<file path="src/rtl/jtcop_rom_server.sv">
// Graphics ROM fetch responder: four 32-bit clients, each with a one-entry cache,
// share one SDRAM read port through a round-robin arbiter.
module jtcop_rom_server #(
  parameter logic [21:0] OFFSET0 = 22'h00_0000,
  parameter logic [21:0] OFFSET1 = 22'h04_0000,
  parameter logic [21:0] OFFSET2 = 22'h08_0000,
  parameter logic [21:0] OFFSET3 = 22'h0C_0000
) (
  input  logic        rst,
  input  logic        clk,
  input  logic        downloading,
  input  logic        slot0_cs,
  input  logic [16:0] slot0_addr,
  output logic [31:0] slot0_data,
  output logic        slot0_ok,
  input  logic        slot1_cs,
  input  logic [16:0] slot1_addr,
  output logic [31:0] slot1_data,
  output logic        slot1_ok,
  input  logic        slot2_cs,
  input  logic [16:0] slot2_addr,
  output logic [31:0] slot2_data,
  output logic        slot2_ok,
  input  logic        slot3_cs,
  input  logic [16:0] slot3_addr,
  output logic [31:0] slot3_data,
  output logic        slot3_ok,
  output logic        sdram_req,
  output logic [21:0] sdram_addr,
  input  logic        sdram_ack,
  input  logic        sdram_rdy,
  input  logic [31:0] sdram_din
);

  localparam logic [1:0] ST_IDLE      = 2'd0;
  localparam logic [1:0] ST_WAIT_ACK  = 2'd1;
  localparam logic [1:0] ST_WAIT_DATA = 2'd2;

  logic [1:0]  state_q, state_d;
  logic [1:0]  ptr_q, ptr_d;
  logic [1:0]  sel_q, sel_d;
  logic [16:0] req_addr_q, req_addr_d;
  logic        req_q, req_d;
  logic [21:0] addr_q, addr_d;
  logic        discard_q, discard_d;
  logic        fill;

  logic [16:0] caddr_q [4];
  logic [31:0] cdata_q [4];
  logic [3:0]  cvalid_q;

  logic [3:0]  cs_w;
  logic [16:0] addr_w [4];
  logic [21:0] offset_w [4];
  logic [3:0]  hit_w, miss_w;
  logic [1:0]  idx, pick;
  logic        found;

  assign cs_w = {slot3_cs, slot2_cs, slot1_cs, slot0_cs};
  assign addr_w[0] = slot0_addr;
  assign addr_w[1] = slot1_addr;
  assign addr_w[2] = slot2_addr;
  assign addr_w[3] = slot3_addr;
  assign offset_w[0] = OFFSET0;
  assign offset_w[1] = OFFSET1;
  assign offset_w[2] = OFFSET2;
  assign offset_w[3] = OFFSET3;

  always_comb begin
    hit_w  = '0;
    miss_w = '0;
    for (int i = 0; i < 4; i++) begin
      hit_w[i]  = cvalid_q[i] && (caddr_q[i] == addr_w[i]);
      miss_w[i] = cs_w[i] && !hit_w[i];
    end
  end

  // Lowest k wins, so the slot right after the last served one has priority.
  always_comb begin
    found = 1'b0;
    pick  = 2'd0;
    idx   = 2'd0;
    for (int k = 4; k >= 1; k--) begin
      idx = ptr_q + 2'(k);
      if (miss_w[idx]) begin
        found = 1'b1;
        pick  = idx;
      end
    end
  end

  always_comb begin
    state_d    = state_q;
    ptr_d      = ptr_q;
    sel_d      = sel_q;
    req_addr_d = req_addr_q;
    req_d      = req_q;
    addr_d     = addr_q;
    discard_d  = discard_q | downloading;
    fill       = 1'b0;
    case (state_q)
      ST_IDLE: begin
        discard_d = 1'b0;
        if (!downloading && found) begin
          sel_d      = pick;
          req_addr_d = addr_w[pick];
          req_d      = 1'b1;
          addr_d     = {addr_w[pick], 1'b0} + offset_w[pick];
          state_d    = ST_WAIT_ACK;
        end
      end
      ST_WAIT_ACK: begin
        if (sdram_ack) begin
          req_d   = 1'b0;
          state_d = ST_WAIT_DATA;
        end
      end
      ST_WAIT_DATA: begin
        if (sdram_rdy) begin
          fill    = 1'b1;
          ptr_d   = sel_q;
          state_d = ST_IDLE;
        end
      end
      default: begin
        req_d   = 1'b0;
        state_d = ST_IDLE;
      end
    endcase
  end

  always_ff @(posedge clk or posedge rst) begin
    if (rst) begin
      state_q    <= ST_IDLE;
      ptr_q      <= 2'd3;
      sel_q      <= 2'd0;
      req_addr_q <= '0;
      req_q      <= 1'b0;
      addr_q     <= '0;
      discard_q  <= 1'b0;
    end else begin
      state_q    <= state_d;
      ptr_q      <= ptr_d;
      sel_q      <= sel_d;
      req_addr_q <= req_addr_d;
      req_q      <= req_d;
      addr_q     <= addr_d;
      discard_q  <= discard_d;
    end
  end

  // A fill that overlapped any part of a download is dropped entirely.
  always_ff @(posedge clk or posedge rst) begin
    if (rst) begin
      cvalid_q <= '0;
      for (int i = 0; i < 4; i++) begin
        caddr_q[i] <= '0;
        cdata_q[i] <= '0;
      end
    end else begin
      for (int i = 0; i < 4; i++) begin
        if (downloading) begin
          cvalid_q[i] <= 1'b0;
        end else if (fill && !discard_q && sel_q == 2'(i)) begin
          cvalid_q[i] <= 1'b1;
          caddr_q[i]  <= req_addr_q;
          cdata_q[i]  <= sdram_din;
        end
      end
    end
  end

  assign sdram_req  = req_q;
  assign sdram_addr = addr_q;
  assign slot0_data = cdata_q[0];
  assign slot1_data = cdata_q[1];
  assign slot2_data = cdata_q[2];
  assign slot3_data = cdata_q[3];
  assign slot0_ok   = cs_w[0] && hit_w[0];
  assign slot1_ok   = cs_w[1] && hit_w[1];
  assign slot2_ok   = cs_w[2] && hit_w[2];
  assign slot3_ok   = cs_w[3] && hit_w[3];

endmodule
</file>
<file path="config.mk">
export PLATFORM = sky130hd
export DESIGN_NAME = jtcop_rom_server
export DESIGN_NICKNAME = d
export VERILOG_FILES = /design/src/rtl/jtcop_rom_server.sv
export SDC_FILE = /design/constraint.sdc
export NUM_CORES = 1
export LEC_CHECK = 0
export CAP_MARGIN = 0
export CORE_ASPECT_RATIO = 2
export CORE_MARGIN = 4
export CORE_UTILIZATION = 30
export DETAILED_ROUTE_END_ITERATION = 6
export GPL_ROUTABILITY_DRIVEN = 0
export PLACE_DENSITY = 0.56
export REMOVE_ABC_BUFFERS = 1
export SYNTH_ARGS = -nofsm -noshare
export SYNTH_HDL_FRONTEND = slang
export SYNTH_SLANG_ARGS = --single-unit
</file>
<file path="constraint.sdc">
create_clock -name clk -period 20.9 [get_ports clk]
set_clock_uncertainty 0.05 [all_clocks]
set_input_delay 6.27 -clock clk [delete_from_list [all_inputs] [get_ports clk]]
set_output_delay 6.27 -clock clk [all_outputs]
set_load 0.05 [all_outputs]
</file>
==> impl_results.md, run 1 <==
* H-tree depth at 1
* Ys flop type: dfrtp_1
* Number of setup buffers added after CTS at 0
* Detailed Routing Iterations Pass 1 at 5
* Internal Pwr Total at roughly 1200 uW
* CTS max path bufs at 3
* Most frequent cells in the layout: clkdlybuf4s50_1, dfrtp_1, mux2_2
* Post-Synthesis Cells at about 700
* Fin util at between 40% and 50%
* Final Setup Violations at 0
* TritonCTS clock tree: done
* RSZ-0062 raised after global routing: false
* Total CTS buffers at 23
* Largest fanout on the critical path at 3
* Overall Power at about 2200 uW
* FFs w/ async S/R, synth at 100%
* Via count at between 6k and 7k
* Worst slew pin tran at about 1.1 ns
* Crit path setup slack, layout at 5.63 ns
* DRC Markers at 0
* Antenna violations before repair at 5
* Final #Nets at roughly 1.1k
* FMAX at between 60 and 70 MHz
* Final std cells w/o fill at 1399
* Synth cell types at 42
* Final HPWL DP at between 20000 and 25000 microns
* CP arrival at just under 9 ns
* Routed WL at ~32000 microns
* Max-cap viol count at 0
* Startpoint types: input port
* Worst skew pair latency at 0.52 ns
* DP Worst Slack at 5.60 ns
* Core ar. at roughly 0.032 sq mm
* Clk sinks at between 200 and 250
* Overflow after GRT at 0
* Peak supply drop at 0.0000859 V
* Top Ports at between 200 and 300
* Die Area at 0.0360 sq mm
* FP Rows at 93
* Switching Share at ~43%
* Status: complete, no violations
* Resize count post-CTS at 0
* Global Route Usage Sum at 17.4%
* Clock group share of total power at just under 20%
* Cell Area, Synth at between 0.009 and 0.01 sq mm
* Routed WL per cell at 22.6 microns
* Slew Viols, Final at 0
* First-pass GRT wire length at roughly 47000 microns
* Final hold vios at 0
* Final period utilization at about 73%
* Layout cells sized above 1 at 27.0%
* Placed cells at around 1.4k
* Min cycle time layout at around 15 ns
* Most common cell after layout, fill and taps aside: clkdlybuf4s50_1
* Hold WC Path Type: reg2reg
* Hold-fix buffers, CTS at 0
* Worst-path clk slew at 0.06 ns
* IO Port Bufs at 260
* Leakage at 0.00612 uW
* Crit path kind: in2out
* Die height at roughly 260 microns
* Sw power at slightly above 900 uW
* Detail Route Antenna Nets at 0
* Power Density at 159 mW/mm^2
* Post-synth EDFFs at 0
* Comb power frac at between 40% and 50%
* Vias per std cell at just under 5
* Die Wd at 136 microns
* Sequential element share of the synthesized area at a little under three fifths
* Largest net degree at the start of global routing at 100
* Ys Warns at 0
* Avg Cell Area, Syn at around 14 sq um
* Vias in the first global route at roughly 7.3k
* Req. time, crit path at 14.58 ns
* CP endpoint kind: primary output
* Root Driver: clkbuf_16
* Part of the power in registers at about a third
* Initial Util at a little under a third
* Syn-to-layout area delta at 38.9%
* Register bit total from synthesis at between 200 and 250
* Final setup TNS at 0 ns
* DRT iter0 DRCs at approximately 320
* Relative slew slack at 29.0%
## state kept, by name, indices dropped and copies added, names as in the netlist
| register | flops |
|---|---|
| slot3_data | 32 |
| slot0_data | 32 |
| cvalid_q | 4 |
| discard_q | 1 |
| ptr_q | 2 |
| sdram_req | 1 |
| caddr_q | 68 |
| sel_q | 1 |
| req_addr_q | 16 |
| state_q | 2 |
| slot2_data | 32 |
| slot1_data | 32 |
| sdram_addr | 2 |
## critical path, cell delays in order
cell,delay [ns]
clkdlybuf4s50_1,0.44
xor2_1,0.17
nor4_1,0.75
nand3_1,0.25
nor3_1,0.23
clkdlybuf4s50_1,0.83
## logic make-up (layout without fill, tap and decap cells)
| family | count (synthesis) | in the layout | synth area share [%] |
|---|---|---|---|
| simple gates | 82 | 82 | 4.47 |
| xor+xnor | 68 | 68 | 6.04 |
| other cells | 1 | 5 | 0.0381 |
| compound gates | 56 | 56 | 5.27 |
| buf+inv | 52 | 319 | 2.45 |
| flops | 225 | 225 | 57.2 |
| mux | 217 | 217 | 24.6 |
## per-stage QoR
| step | hold slack [ns] | cell area, sq um |
|---|---|---|
| final | 0.443 | 13700 |
| after global routing | 0.456 | 13700 |
| after CTS | 0.445 | 13700 |
| after detailed placement | 0.432 | 12900 |
| after global placement | 0.415 | 12900 |
| after floorplan | 0.404 | 9660 |
## power by group through the flow
stage | clock [uW] | sequential, uW | combinational [uW]
3_3_place_gp | 0 | 723 | 1040
5_1_grt | 459 | 743 | 1080
3_5_place_dp | 0 | 730 | 1050
4_1_cts | 442 | 723 | 1050
6_report | 427 | 720 | 1040
2_1_floorplan | 0 | 1110 | 267
## worst paths after layout
check / start / end / slack [ns] / cells after the start
max: slot1_addr[1] / slot1_ok / 5.63 / 6
min: discard_q / discard_q / 0.44 / 1
max reg2reg: caddr_q[35] / req_addr_q[2] / 16.41 / 9
min reg2reg: discard_q / discard_q / 0.44 / 1
max in group asynchronous: rst / caddr_q[53] / 12.37 / 4
min in group asynchronous: rst / slot0_data[20] / 6.23 / 2
## layer usage
metal	share of wire, %	wire, microns	track usage [%]
met3	5.8	1840	3.64
met4	4.1	1290	7.01
met2	57	18000	33.4
met1	33	10400	17.7
met5	0.085	27	0
## Yosys cell counts, drive strengths merged, types with 12 or more instances
cell / count / area, sq um
a221oi: 34 / 360
and3: 19 / 119
buf: 21 / 125
clkbuf: 19 / 71.3
dfrtp: 223 / 5580
inv: 12 / 45.0
mux2: 198 / 2230
mux2i: 19 / 190
nand4: 12 / 75.1
nor2: 22 / 82.6
xnor2: 46 / 403
xor2: 22 / 193
## final cells by class
type                       instances  area, sq um
clock inverter                     6          105
tap                              427          534
antenna                            2         5.00
sequential                       225         5630
clock buffer                      32          659
inverter                          12         52.6
timing repair buffer             269         2670
fill                            3150        18700
multi-input combinational        426         4030
(Power assumes the default switching activity.)
==> inputs of run 2 (changes only) <==
- clock period: 20.9 -> 14.1 ns (I/O delays scaled with it)
==> impl_results.md, run 2 (synthesis gave the netlist of run 1 again) <==
* Status: complete, no violations
* CTS max path bufs at 3 (unchanged)
* Critical path startpoint: slot1_addr[1]
* Final period utilization at about 80%
* Largest net degree at the start of global routing at 100 (unchanged)
* CP arrival at 6.85 ns (-2.10 ns)
* First-pass GRT wire length at 47300 microns (+0.84%)
* RSZ-0062 raised after global routing: false
* Detail Route Antenna Nets at 0 (unchanged)
* Die Area at 0.0360 sq mm (unchanged)
* Routed WL at 31500 microns (-0.29%)
* Req. time, crit path at 9.82 ns (-4.76 ns)
* Crit path setup slack, layout at 2.97 ns (-2.66 ns)
* Crit path kind: in2out
* Die Wd at 136 microns (unchanged)
* Die height at 264 microns (unchanged)
* Antenna violations before repair at 6 (+1)
* Final HPWL DP at 22500 microns (about the same)
* DP Worst Slack at 2.89 ns (-2.71 ns)
* Max-cap viol count at 0 (unchanged)
* Routed WL per cell at 22.5 microns (-0.50%)
* Power Density at 234 mW/mm^2 (+47%)
* FMAX at 89.9 MHz
* Design area at 0.0137 sq mm (about the same)
* IO Port Bufs at 260 (unchanged)
* FF-to-FF Start: caddr_q[35]
* Hold-fix buffers, CTS at 0 (unchanged)
* Peak supply drop at 0.000130 V (+51%)
* Worst skew pair latency at 0.51 ns (about the same)
* Detailed Routing Iterations Pass 1 at 4 (-1)
* Most common cell after layout, fill and taps aside: clkdlybuf4s50_1
* CP endpoint kind: primary output
* Delay-heaviest family, CP: buffers and inverters
* Resize count post-CTS at 0 (unchanged)
* Slowest stage delay, CP at 0.83 ns (about the same)
* Total CTS buffers at 22 (-4.3%)
* Largest fanout on the critical path at 3 (unchanged)
* TritonCTS clock tree: done
* Worst-path clk slew at 0.06 ns (about the same)
* Overflow after GRT at 0 (unchanged)
* Min cycle time layout at around 11 ns
* Final #Nets at 1065 (-0.094%)
* CP Cell Sequence: clkdlybuf4s50_1 -> xor2_1 -> nor4_1 -> nand3_1 -> nor3_1 -> clkdlybuf4s50_1
* Final Setup Violations at 0 (unchanged)
* Top Ports at 264 (unchanged)
* Slowest CP cell: clkdlybuf4s50_1
* H-tree depth at 1 (unchanged)
* DRT iter0 DRCs at 274 (-13%)
* Relative slew slack at 31.4% (+2.5 points)
* Layout cells sized above 1 at 27.3% (+0.25 points)
* Final hold vios at 0 (unchanged)
* Syn-to-layout area delta at 38.8% (about the same)
* Dpl cell area at 0.0129 sq mm (unchanged)
* Vias in the first global route at 7430 (+1.7%)
* Worst slew pin tran at 1.03 ns (-0.0387 ns)
* Startpoint types: input port
* Most frequent cells in the layout: clkdlybuf4s50_1, dfrtp_1, mux2_2
* WP buf/inv at 2 (unchanged)
* Top reg by flops: caddr_q
* Hold WC Path Type: reg2reg
* Leakage at 0.00611 uW (about the same)
* FP Rows at 93 (unchanged)
* Vias per std cell at 4.80 (-0.92%)
* Fin util at 42.3% (about the same)
* Clk sinks at 225 (unchanged)
* Final setup TNS at 0 ns (unchanged)
* Global Route Usage Sum at 17.5% (+0.091 points)
* Initial Util at 30.5% (unchanged)
* Number of setup buffers added after CTS at 0 (unchanged)
* DRC Markers at 0 (unchanged)
* Most used cell, CP: clkdlybuf4s50_1
* Root Driver: clkbuf_16
* Hold path startpoint: slot1_data[19]
* Core ar. at 0.0323 sq mm (unchanged)
* Via count at 6736 (-0.71%)
* Slew Viols, Final at 0 (unchanged)
* Max reg flops at 68 (unchanged)
==> run 2: routing by layer <==
layer  vias to the layer above  share of wire (%)  GRT usage [%]
met3                        59                5.9           3.77
met2                       202                 57           33.8
li1                       3049                  -              -
met4                         4                4.2           7.31
met1                      3422                 33           17.4
met5                         -              0.079              0
==> run 2: path summary, 6_finish.rpt <==
check | cells past startpoint | slack (ns) | endpoint
max | 6 | 2.97 | slot1_ok
min | 1 | 0.45 | slot1_data[19]
max reg2reg | 9 | 9.61 | req_addr_q[0]
min reg2reg | 1 | 0.45 | slot1_data[19]
max in group asynchronous | 4 | 7.67 | caddr_q[65]
min in group asynchronous | 2 | 4.18 | slot0_data[20]
==> run 2: metrics by stage <==
step / cells / hold slack [ns] / power, uW
after floorplan: 663 / 0.404 / 2040
after CTS: 1399 / 0.456 / 3260
after global placement: 1359 / 0.415 / 2620
after detailed placement: 1359 / 0.439 / 2640
after global routing: 1401 / 0.464 / 3360
final: 1402 / 0.452 / 3210
==> run 2: cell type report <==
cell class / instances / area, sq um
multi-input cells: 426 / 4030
diodes: 3 / 7.51
clock buffers: 36 / 724
repair buffers: 269 / 2670
flip-flops and latches: 225 / 5630
clock inverters: 4 / 27.5
fillers: 3112 / 18700
inverters: 12 / 52.6
well taps: 427 / 534
==> run 2: report_power, final <==
part | internal, uW | switching (uW)
clock | 352 | 251
sequential | 893 | 174
combinational | 577 | 959
total | 1820 | 1380
==> run 2: worst register-to-register path, cell delays in order, from the launching register on <==
cell and delay, ns:
dfrtp_1 0.39, xor2_1 0.14, nor4_1 0.71, nand3_1 0.25, o21ai_0 0.42, o32a_1 0.91, nand3_2 0.51, buf_4 0.43
a221oi_1 0.42, a221oi_2 0.12
==> RTL edit 1 (config.mk and constraints of run 2) <==
Reset style: synchronous (`rst`), changed in 2 clocked blocks.
--- a/src/rtl/jtcop_rom_server.sv
+++ b/src/rtl/jtcop_rom_server.sv
@@ -129,7 +129,7 @@
     endcase
   end
 
-  always_ff @(posedge clk or posedge rst) begin
+  always_ff @(posedge clk) begin
     if (rst) begin
       state_q    <= ST_IDLE;
       ptr_q      <= 2'd3;
@@ -150,7 +150,7 @@
   end
 
   // A fill that overlapped any part of a download is dropped entirely.
-  always_ff @(posedge clk or posedge rst) begin
+  always_ff @(posedge clk) begin
     if (rst) begin
       cvalid_q <= '0;
       for (int i = 0; i < 4; i++) begin
Formal check against the unedited RTL: differs if rst is asserted again (counterexample within 4 cycles, from zero or initial values and one cycle with rst high); with rst held inactive, the same outputs for 4 cycles.
==> RTL edit 1 against run 2 <==
Non-clock buffer count rose by 2. Wire length is 4.7% higher. Cell count is 1.0% higher. Sequential cell count is the same. Synthesized area fell by 2.3%. Highest routed layer unchanged. Critical path type unchanged. Final area shrank 0.23%. Synthesized cell count up 0.71%. Count of clock-buffer cells in the layout down 7. Setup slack worse by 0.34 ns.
Power is not compared: it rests on default switching activity, and its combinational part moved more than twofold at a synthesized area within 25%.
==> RTL edit 1: results (changes against run 2) <==
largest net degree at the start of global routing -> 51 (was 100)
Detail Placement HPWL -> 22400 µm (was 22500 µm)
routed vias/inst -> 4.77 (was 4.80)
Worst EP arrival -> 7.19 ns (was 6.85 ns)
ANT cells -> 7 (was 3)
sequential area share after synthesis -> 67.2% (was 57.2%)
Clock-cell share -> 6.45% (was 5.50%)
status -> completed (unchanged)
Non-clock buffers, area share -> 19.7% (was 19.5%)
compound-cell area share of the yosys netlist -> 6.63% (was 5.27%)
layout cell share with drive strength beyond 1 -> 6.90% (was 27.3%)
area of placed instances -> 12700 µm² (was 12900 µm²)
comb_multi_in -> 441 (was 426)
normalized max-slew margin -> 23.2% (was 31.4%)
worst reg-to-reg path cell count -> 8 (was 9)
Register Area -> 6470 µm² (was 5630 µm²)
top cells by area, synth -> edfxtp_1, and2_1, dfxtp_1 (was dfrtp_1, mux2_2, xnor2_1)
Post-Place Setup Slack -> 2.57 ns (was 2.89 ns)
Reg with most FFs -> cdata_q (was caddr_q)
CP max FO -> 2 (was 3)
detailed-router iteration count before antenna repair -> 7 (was 4)
vias post-DR -> 6748 (was 6736)
placed cell count -> 1365 (was 1359)
Reg2Reg Setup Slack -> 10.01 ns (was 9.61 ns)
number of clock buffers in the layout -> 29 (was 36)
number of buffers created by CTS -> 24 (was 22)
Inverters, non-clock -> 5 (was 12)
NumNets Final -> 1077 (was 1065)
FILL cells -> 3009 (was 3112)
initial antenna violation count -> 10 (was 6)
Layout area overhead -> 41.8% (was 38.8%)
hold slack -> 0.400 ns (was 0.452 ns)
Total GRT Usage -> 18.3% (was 17.5%)
multi-input logic area -> 3050 µm² (was 4030 µm²)
Non-CTS buffers -> 271 (was 269)
top_reg_cell synth -> edfxtp_1 (was dfrtp_1)
worst r2r dst -> req_addr_q[15]$_SDFFE_PP0P_ (was req_addr_q[0]$_DFFE_PP0P_)
Post-Synth XOR/XNOR Area -> 6.19% (was 6.04%)
Crit path max-delay family -> simple AND/OR/NAND/NOR gates (was buffers and inverters)
Initial DRC Count -> 466 (was 274)
HP Start -> cvalid_q[1]$_SDFFE_PP0P_ (was slot1_data[19]$_DFFE_PP0P_)
post-synthesis async set-or-reset flop share -> 0% (was 100%)
Worst Hold End -> cvalid_q[1]$_SDFFE_PP0P_ (was slot1_data[19]$_DFFE_PP0P_)
Yosys cell types -> 50 (was 42)
==> RTL edit 1: changes by cell type after synthesis, moves of 17 or more <==
cell,run 2,this run
dfxtp_1,0,29
mux2i_1,19,0
a311oi_1,0,17
dfrtp_1,223,0
edfxtp_1,0,196
a222oi_1,0,17
nand2_1,2,26
and2_1,1,197
mux2_2,198,0
a221oi_1,24,0
==> RTL edit 1: layer usage <==
layer	GRT usage [%]	wire, µm	share of wire (%)
met1	17.9	10700	32
met2	35.4	19000	58
met3	4.13	1860	5.6
met4	8.92	1430	4.3
met5	0	39	0.12
==> RTL edit 1: worst max path at each step <==
stage	start	to	slack (ns)	cells after the start
floorplan	slot3_addr[15]	slot3_ok	3.47	4
global placement	slot3_addr[11]	slot3_ok	2.55	6
detailed placement	slot3_addr[11]	slot3_ok	2.57	6
CTS	slot3_addr[11]	slot3_ok	2.57	6
global route	slot3_addr[11]	slot3_ok	2.59	6
finish	slot3_addr[11]	slot3_ok	2.63	6
==> RTL edit 2 (config.mk and constraints of run 2) <==
Without the edit above. `OFFSET1`: 22'h04_0000 -> 22'h020000.
--- a/src/rtl/jtcop_rom_server.sv
+++ b/src/rtl/jtcop_rom_server.sv
@@ -2,7 +2,7 @@
 // share one SDRAM read port through a round-robin arbiter.
 module jtcop_rom_server #(
   parameter logic [21:0] OFFSET0 = 22'h00_0000,
-  parameter logic [21:0] OFFSET1 = 22'h04_0000,
+  parameter logic [21:0] OFFSET1 = 22'h020000,
   parameter logic [21:0] OFFSET2 = 22'h08_0000,
   parameter logic [21:0] OFFSET3 = 22'h0C_0000
 ) (
Behaviour: not the same (a bounded check fails within 4 cycles, from zero or initial values and one cycle with rst high).
==> RTL edit 2 against run 2 <==
Wire length is 8.3% higher. Final area up 3.8%. Largest power group unchanged. Synthesized area increased by 6.3%. Synthesized cell count increased by 11%. Power grew 3.7%. Sequential cell count grew 4. Critical path type unchanged. Die area is 6.1% higher. Via count is 6.5% higher. Setup slack worse by 0.30 ns. Global-route usage increased by 0.18 points. Count of clock-buffer cells in the layout decreased by 2. Sequential share of layout area decreased by 0.81 points.
==> RTL edit 2: results (changes against run 2) <==
number of clock buffers in the layout -> 34 (was 36)
Netlist Area Pre-Place -> 10500 µm² (was 9850 µm²)
post-synthesis mux area share -> 23.0% (was 24.6%)
Initial DRC Count -> 291 (was 274)
post-synthesis adder-cell area fraction -> 0.239% (was 0%)
area of placed instances -> 13500 µm² (was 12900 µm²)
maximum vdd drop -> 133 µV (was 130 µV)
largest net degree at the start of global routing -> 113 (was 100)
Critical-path top delay cell -> nor4_1 (was clkdlybuf4s50_1)
number of buffers created by CTS -> 24 (was 22)
final wirelength -> 34100 µm (was 31500 µm)
clk pwr -> 620 µW (was 603 µW)
Worst EP arrival -> 7.15 ns (was 6.85 ns)
Inverters, non-clock -> 26 (was 12)
Comb pwr share -> 48.4% (was 47.9%)
worst reg-to-reg path cell count -> 12 (was 9)
fin area -> 14200 µm² (was 13700 µm²)
Pint -> 1.86 mW (was 1.82 mW)
post-DR wirelength/cell -> 23.1 µm (was 22.5 µm)
comb_multi_in -> 469 (was 426)
Post-Place Setup Slack -> 2.64 ns (was 2.89 ns)
Detail Placement HPWL -> 24600 µm (was 22500 µm)
Post-Synthesis Cells -> 778 (was 701)
sequential area share after synthesis -> 54.7% (was 57.2%)
FILL cells -> 3336 (was 3112)
Least-Margin Pin Slew -> 1.10 ns (was 1.03 ns)
status -> completed (unchanged)
worst-skew pair later-pin latency -> 0.53 ns (was 0.51 ns)
compound-cell area share of the yosys netlist -> 7.58% (was 5.27%)
Non-clock buffers, area share -> 19.0% (was 19.5%)
placed cell count -> 1438 (was 1359)
IO buf count -> 261 (was 260)
ANT cells -> 1 (was 3)
Crit path max-delay family -> simple AND/OR/NAND/NOR gates (was buffers and inverters)
NumNets Final -> 1134 (was 1065)
Leak -> 6.34 nW (was 6.11 nW)
Non-CTS buffers -> 273 (was 269)
Total GRT Usage -> 17.6% (was 17.5%)
synthesized flop and latch total -> 229 (was 225)
routed vias/inst -> 4.85 (was 4.80)
first-pass GRT wire length -> 51100 µm (was 47300 µm)
layout cell share with drive strength beyond 1 -> 27.1% (was 27.3%)
Clock-cell share -> 5.23% (was 5.50%)
multi-input gate share of total cell area -> 30.7% (was 29.4%)
Register Area -> 5730 µm² (was 5630 µm²)
pwr dens -> 234 nW/µm² (about the same)
Post-Synth XOR/XNOR Area -> 5.77% (was 6.04%)
Critical Path Max Stage Delay -> 0.93 ns (was 0.83 ns)
number of global-route vias before repair -> 7932 (was 7430)
[RTL edit 2: path summary, 6_finish.rpt]
path                                               from                          to  slack (ns)
worst max-delay path                     slot2_addr[13]                    slot2_ok        2.67
worst min-delay path            cvalid_q[0]$_DFFE_PP0P_     cvalid_q[0]$_DFFE_PP0P_        0.43
worst max register to register  caddr_q[30]$_DFFE_PP0P_  sdram_addr[19]$_DFFE_PP0P_        9.56
worst min register to register  cvalid_q[0]$_DFFE_PP0P_     cvalid_q[0]$_DFFE_PP0P_        0.43
max in group asynchronous                           rst  slot0_data[31]$_DFFE_PP0P_        8.37
min in group asynchronous                           rst  slot3_data[25]$_DFFE_PP0P_        4.21
[RTL edit 2: metal layers]
metal | vias to the layer above | GRT usage (%) | wire [µm]
met4 | 10 | 9.11 | 1890
met5 | - | 0 | 56
li1 | 3257 | - | -
met2 | 229 | 34.7 | 19700
met1 | 3597 | 16.6 | 10700
met3 | 80 | 3.76 | 1800
